`src/rtl/dual_port_ram_pkg.sv`:
```
// Shared definitions for the parametrised dual-port RAM: clear-sequencer
// state encoding and the legal read-latency settings.
package dual_port_ram_pkg;

  typedef enum logic {
    ST_IDLE  = 1'b0,
    ST_CLEAR = 1'b1
  } clear_state_t;

  localparam int RL_COMB = 0;
  localparam int RL_REG  = 1;

  function automatic logic is_legal_latency(input int lat);
    return (lat == RL_COMB) || (lat == RL_REG);
  endfunction

endpackage

```
`src/rtl/ram_clear_sequencer.sv`:
```
// Sweeps every address once after reset or on request so the array has a
// known value; busy marks the cycles in which it owns the write path.
module ram_clear_sequencer
  import dual_port_ram_pkg::*;
#(
  parameter int ADDR_WIDTH = 6
) (
  input  logic                  clockPulse,
  input  logic                  resetN,
  input  logic                  clearStart,
  output logic                  clearWrite,
  output logic [ADDR_WIDTH-1:0] clearAddr,
  output logic                  busy,
  output clear_state_t          clearState
);

  localparam logic [ADDR_WIDTH-1:0] LAST_ADDR = {ADDR_WIDTH{1'b1}};

  clear_state_t          state;
  logic [ADDR_WIDTH-1:0] addr_q;

  // Termination is by compare against the last address, so the counter is
  // parked at zero ready for the next request instead of relying on wrap.
  always_ff @(posedge clockPulse or negedge resetN) begin
    if (!resetN) begin
      state  <= ST_CLEAR;
      addr_q <= '0;
    end else begin
      case (state)
        ST_CLEAR: begin
          if (addr_q == LAST_ADDR) begin
            state  <= ST_IDLE;
            addr_q <= '0;
          end else begin
            addr_q <= addr_q + 1'b1;
          end
        end
        ST_IDLE: begin
          if (clearStart) begin
            state  <= ST_CLEAR;
            addr_q <= '0;
          end
        end
        default: begin
          state  <= ST_CLEAR;
          addr_q <= '0;
        end
      endcase
    end
  end

  assign clearWrite = (state == ST_CLEAR);
  assign busy       = (state == ST_CLEAR);
  assign clearAddr  = addr_q;
  assign clearState = state;

endmodule

```
`src/rtl/dual_port_ram_param.sv`:
```
// True dual-port RAM with selectable read latency, port-A-wins collision
// handling with a registered flag, and a built-in clear sweep.
module dual_port_ram_param
  import dual_port_ram_pkg::*;
#(
  parameter int                    DATA_WIDTH   = 16,
  parameter int                    ADDR_WIDTH   = 6,
  parameter int                    READ_LATENCY = 0,
  parameter logic [DATA_WIDTH-1:0] CLEAR_VALUE  = '0
) (
  input  logic                  clockPulse,
  input  logic                  resetN,
  input  logic                  aWriteEnable,
  input  logic [ADDR_WIDTH-1:0] aAddress,
  input  logic [DATA_WIDTH-1:0] aWriteData,
  output logic [DATA_WIDTH-1:0] aReadData,
  input  logic                  bWriteEnable,
  input  logic [ADDR_WIDTH-1:0] bAddress,
  input  logic [DATA_WIDTH-1:0] bWriteData,
  output logic [DATA_WIDTH-1:0] bReadData,
  input  logic                  clearStart,
  output logic                  busy,
  output logic                  collision
);

  localparam int DEPTH = 1 << ADDR_WIDTH;

  if (!is_legal_latency(READ_LATENCY)) begin : g_bad_latency
    $error("dual_port_ram_param: READ_LATENCY must be 0 or 1");
  end

  logic                  clear_write;
  logic [ADDR_WIDTH-1:0] clear_addr;
  clear_state_t          clear_state;
  logic                  clearing;

  ram_clear_sequencer #(
    .ADDR_WIDTH(ADDR_WIDTH)
  ) u_clear (
    .clockPulse(clockPulse),
    .resetN    (resetN),
    .clearStart(clearStart),
    .clearWrite(clear_write),
    .clearAddr (clear_addr),
    .busy      (busy),
    .clearState(clear_state)
  );

  assign clearing = (clear_state == ST_CLEAR);

  logic [DATA_WIDTH-1:0] mem [DEPTH];

  logic                  wr_a;
  logic [ADDR_WIDTH-1:0] addr_a;
  logic [DATA_WIDTH-1:0] data_a;
  logic                  wr_b;
  logic                  same_addr_dual;

  // While the sweep runs it replaces port A entirely and user writes are dropped.
  assign wr_a   = clearing ? clear_write : aWriteEnable;
  assign addr_a = clearing ? clear_addr  : aAddress;
  assign data_a = clearing ? CLEAR_VALUE : aWriteData;

  assign same_addr_dual = aWriteEnable && bWriteEnable && (aAddress == bAddress);
  assign wr_b           = bWriteEnable && !clearing && !same_addr_dual;

  always_ff @(posedge clockPulse) begin
    if (wr_b) begin
      mem[bAddress] <= bWriteData;
    end
    if (wr_a) begin
      mem[addr_a] <= data_a;
    end
  end

  always_ff @(posedge clockPulse or negedge resetN) begin
    if (!resetN) begin
      collision <= 1'b0;
    end else begin
      collision <= same_addr_dual && !clearing;
    end
  end

  if (READ_LATENCY == RL_REG) begin : g_reg_read
    logic [DATA_WIDTH-1:0] a_rd_q;
    logic [DATA_WIDTH-1:0] b_rd_q;

    // Read-first: the register samples the word as it was before this edge's write.
    always_ff @(posedge clockPulse or negedge resetN) begin
      if (!resetN) begin
        a_rd_q <= '0;
        b_rd_q <= '0;
      end else begin
        a_rd_q <= mem[aAddress];
        b_rd_q <= mem[bAddress];
      end
    end

    assign aReadData = a_rd_q;
    assign bReadData = b_rd_q;
  end else begin : g_comb_read
    assign aReadData = mem[aAddress];
    assign bReadData = mem[bAddress];
  end

endmodule

```
`config.mk`:
```
export PLATFORM = sky130hd
export DESIGN_NAME = dual_port_ram_param
export DESIGN_NICKNAME = d
export VERILOG_FILES = /design/src/rtl/dual_port_ram_pkg.sv /design/src/rtl/ram_clear_sequencer.sv /design/src/rtl/dual_port_ram_param.sv
export SDC_FILE = /design/constraint.sdc
export NUM_CORES = 2
export LEC_CHECK = 0
export ABC_AREA = 1
export ABC_CLOCK_PERIOD_IN_PS = 5900
export BUFFER_PORTS_ARGS = -buffer_cell sky130_fd_sc_hd__buf_2
export CORE_MARGIN = 2
export CORE_UTILIZATION = 25
export CTS_CLUSTER_DIAMETER = 150
export DETAILED_ROUTE_END_ITERATION = 7
export PLACE_DENSITY_LB_ADDON = 0.2
export SKIP_LAST_GASP = 1
export SYNTH_ARGS = -nofsm -noshare
export SYNTH_HDL_FRONTEND = slang
export SYNTH_SLANG_ARGS = --single-unit
```
`constraint.sdc`:
```
create_clock -name clockPulse -period 5.9 [get_ports clockPulse]
set_input_delay 0 -clock clockPulse [delete_from_list [all_inputs] [get_ports clockPulse]]
set_output_delay 0 -clock clockPulse [all_outputs]
set_load 0.01 [all_outputs]
```
# Word level (Yosys, flattened, before mapping)
# Memories as Yosys holds them, arrays and structs flattened.
# Cells that the tools add are included.
# classes
add_sub_neg,1
mux,13
n_reduce_logical,7
bitwise_logic,1
eq_ne,3
# op_table
op,count
6-bit 2-to-1 mux,3
16-bit 2-to-1 mux,1
6-bit one-hot mux with 2 select lines,1
1-bit 2-to-1 mux,7
6-bit by 1-bit adder with 6-bit output (second input constant),1
6-bit equality test,1
6-bit equality test (second input constant),1
1-bit logical AND,5
1-bit zero test,2
2-bit != test (second input constant),1
1-bit one-hot mux with 2 select lines,1
1-bit inverter,1
# word_totals
regBits,8
inputBits,49
elab_cells,29
out_inout_bits,34
memories,1
mem_bits_rw,1024
# mem_list
memory,words,width,read_ports,rd_ports_with_merged_regs,write_ports,line,text
mem,64,16,2,0,2,dual_port_ram_param.sv:51,logic [DATA_WIDTH-1:0] mem [DEPTH];

# Depth between registers and ports, before layout
# depth
depth_word,6
mapped_depth,14

# Cells and area by module
# Synthesis repeated with hierarchy kept, for this count alone.
# unflattened
cells_unflattened,9193
area_unflattened_um2,64648.3
# modules_own_cells
mod,area_each_um2,seq_area_each_um2,cells_each,instances
dual_port_ram_param,64271.6,30774.5,9148,1
ram_clear_sequencer,376.6,176.4,45,1

# Worst setup path before layout
# Ideal clock, no wire load.
# synth_timing
kind,reg2reg
start,"register u_clear.state, in the netlist u_clear.busy"
end,memory mem[15][0] (enable)
arrival_time_ps,2643
n_path_buf,3
path_stages_with_launch,8
setup_slack_ps,2846
setup_time_ps,411
cell_sequence,dfstp_2 -> buf_4 -> buf_2 -> nor2_2 -> nor4_4 -> nand2_4 -> buf_2 -> o21ai_0
# synth_lines
item,line,text
from (decl),ram_clear_sequencer.sv:19,clear_state_t state;
from (signal assigned),ram_clear_sequencer.sv:26,state <= ST_CLEAR;
from (signal assigned),ram_clear_sequencer.sv:32,state <= ST_IDLE;
from (signal assigned),ram_clear_sequencer.sv:40,state <= ST_CLEAR;
to (decl),dual_port_ram_param.sv:51,

==> summary.txt <==
largest family of logic cells by synthesized area: simple AND/OR/NAND/NOR gates
WS Path Type: reg -> reg
Internal: 14400 uW
Worst Skew: 0.0289 ns
initial antenna violation count: 16
Final Critical Period: 4.68 ns
slowest cell on the critical path: nor2_2
RSZ-0062 raised after global routing: no
power share of the clock group: 37.6%
Worst Path Max Fanout: 33
Cell variety after synth: 31
nets: 8687
Slew HR: -4.57%
Buffers on Ports: 82
post-layout util: 28.1%
Setup crit start kind: flip-flop
yosys warns: 0
GRT Overall Usage: 24.2%
critical path's largest stage delay: 1.08 ns
detailed placement HPWL: 198000 um
endpoints failing setup: 0
Tcrit/Tclk final: 79.3%
Post-Syn Instances: 9111
sequential share of power: 40.8%
logic gate share of total power: 21.5%
routed len/inst: 26.9 um
setup ws final: 1.22 ns
Final Power: 21800 uW
Clock Latency Late Sink: 0.82 ns
most used cell, CP: nand2_1
P_sw: 7490 uW
Post-Synth XOR/XNOR Area: 0.0545%
Setup Fix Bufs, Post-CTS: 0
vias per cell: 5.27
I/O pins: 83
max_cap viols: 1
Max Slew Vio Count: 9
Fillers: 27500
adder-cell share of the synthesized area: 0.0195%
chip width: 511 um
1st-pass router iterations: 7
Switching Share: 34.3%
f_max: 214 MHz
Clock Sink Count: 1032
Synth top cells by count: nand2_1, o21ai_0, edfxtp_1, nand3_1, clkbuf_1
CTS buffer count: 135
met3 WL post-DR: 31500 um
Vias: 64000
syn avg cell area: 7.06 um2
Seq/Total Area, Yosys: 48.1%
Post-Syn Area: 64300 um2
Initial DRC Count: 9329
Slew @ Worst Pin: 1.56 ns
failing checks: max-capacitance violations, max-slew violations
share of cells above drive strength 1: 5.96%
PD cells: 303 nW/um2
row cnt: 186
routed wire length: 327000 um
wire length on met1: 134000 um
grt ovf: 0
LEAKAGE: 0.0306 uW
outcome: finished, violations left
Synth top area share: 47.8%
Worst-path clk slew: 0.05 ns
Post-Syn Nets: 9161
WP data arrival: 5.09 ns
post-synthesis mux area share: 0%
crit path buf inv count: 1
critical path's top delay family: simple AND/OR/NAND/NOR gates
WP data required: 6.31 ns
routability cong.: 0.924
area fraction in compound gates after synthesis: 10.5%
total core area: 256000 um2
Area contributors post-synth: edfxtp_1, nand2_1, o21ai_0, nand3_1, clkbuf_1
Initial Util: 25.1%
worst path cell trace: nand2_1 -> o21ai_2 -> inv_1 -> nor2_1 -> nand2_1 -> nor2_2 -> nand2_1 -> o21ai_2
Die Y: 511 um
setup_tns: 0 ns
Yosys reg bits: 1032
Area Overhead vs Synth: 12.1%
pre-CTS setup slack: 1.44 ns
DRC: 0
Post-synth ARST share: 0.775%
EDFF count, synth: 1024
Root Driver: clkbuf_16
Primary FF master, synth: edfxtp_1
first-pass GRT wire length: 455000 um
remaining antenna violation count after routing: 0
full die area: 261000 um2
CTS H-Tree Depth: 4
Fin. Hold Viols: 0
Max IR drop VDD: 321 uV
max layer used: met5
largest net degree at the start of global routing: 161
WL met2: 141000 um
post-synth top area cell: edfxtp_1
CTS tree: yes
Worst Setup End Kind: flip-flop
number of global-route vias before repair: 57800
maximum clock path buffer count: 3
Hold/Removal Path Class: in -> reg
post-synthesis simple-gate area fraction: 36.1%
count leader, synth: nand2_1
path summary, 6_finish.rpt:
check,start,endpoint,slack [ns],depth (start not counted)
setup / recovery,u_clear.busy,mem[52][12],1.22,8
hold / removal,aWriteData[11],mem[62][11],0.02,3
hold reg to reg,u_clear.clearAddr[0],u_clear.clearAddr[0],0.60,2
max in group asynchronous,resetN,u_clear.busy,5.28,3
min in group asynchronous,resetN,collision,0.24,3
setup reg to reg,u_clear.busy,mem[52][12],1.22,8
cell usage in the layout (no fill, tap or decap), drive strengths merged, types with 5 or more instances in the layout:
master / instances
nand2: 4903
o21ai: 1176
edfxtp: 1024
nand3: 875
buf: 207
clkbuf: 176
a21oi: 161
nor2: 56
clkinv: 47
inv: 35
dlygate4sd3: 31
nor3: 19
diode: 16
bufinv: 8
dfrtp: 7
o22ai: 5
flip-flops by register name, indices dropped and copies added, names as in the netlist:
signal,cells
mem,1024
u_clear.clearAddr,6
collision,1
u_clear.busy,1
area by class of cell:
cell class,count,area (um2),share of cell area [%]
diodes,16,40.0,0.0556
clock buffers,176,3630,5.04
clock inverters,66,564,0.783
inverters,26,146,0.203
multi-input cells,7204,30600,42.4
flip-flops and latches,1032,31000,43.0
well taps,3384,4230,5.88
repair buffers,238,1910,2.65
logic make-up (layout without fill, tap and decap cells):
logic type               after synthesis  count (layout)
flip-flops                          1032            1032
AO/OA/AOI/OAI                       1343            1343
XOR/XNOR                               4               4
other                                  0              16
adder cells (fa/ha/maj)                1               1
AND/OR/NAND/NOR                     5856            5856
buffers and inverters                875             506
worst min-delay path: stages:
cell and delay (ns):
buf_2 0.10, nand2_4 0.29, o21ai_0 0.28
power groups by stage:
stage / clock [uW] / sequential [uW] / combinational (uW)
after floorplan: 0 / 8980 / 2560
after CTS: 8280 / 8910 / 4590
after detailed placement: 0 / 9060 / 4570
after global routing: 8550 / 8960 / 5010
after global placement: 0 / 9060 / 4530
final: 8220 / 8920 / 4710
metrics by stage:
step | std cells | hold WS [ns] | instance area (um2)
after detailed placement | 11900 | -0.114 | 67500
after global placement | 11900 | -0.111 | 67500
after floorplan | 9111 | -0.296 | 64300
final | 12100 | 0.0179 | 72000
after global routing | 12100 | 0.0779 | 72000
after CTS | 12100 | 0.0223 | 72000
per-layer routing:
layer	vias to the layer above	global-route usage, %
met4	6	13.4
met2	3690	36.3
met5	-	0
met3	608	4.46
li1	29000	-
met1	30700	32.6
repair_timing:
item                                    4_1_cts  5_1_grt
endpoints found under the hold margin       497        0
hold buffers                                 31        0
endpoints found under the setup margin        0        0
resized for setup                             0        0
(Power assumes the default switching activity.)
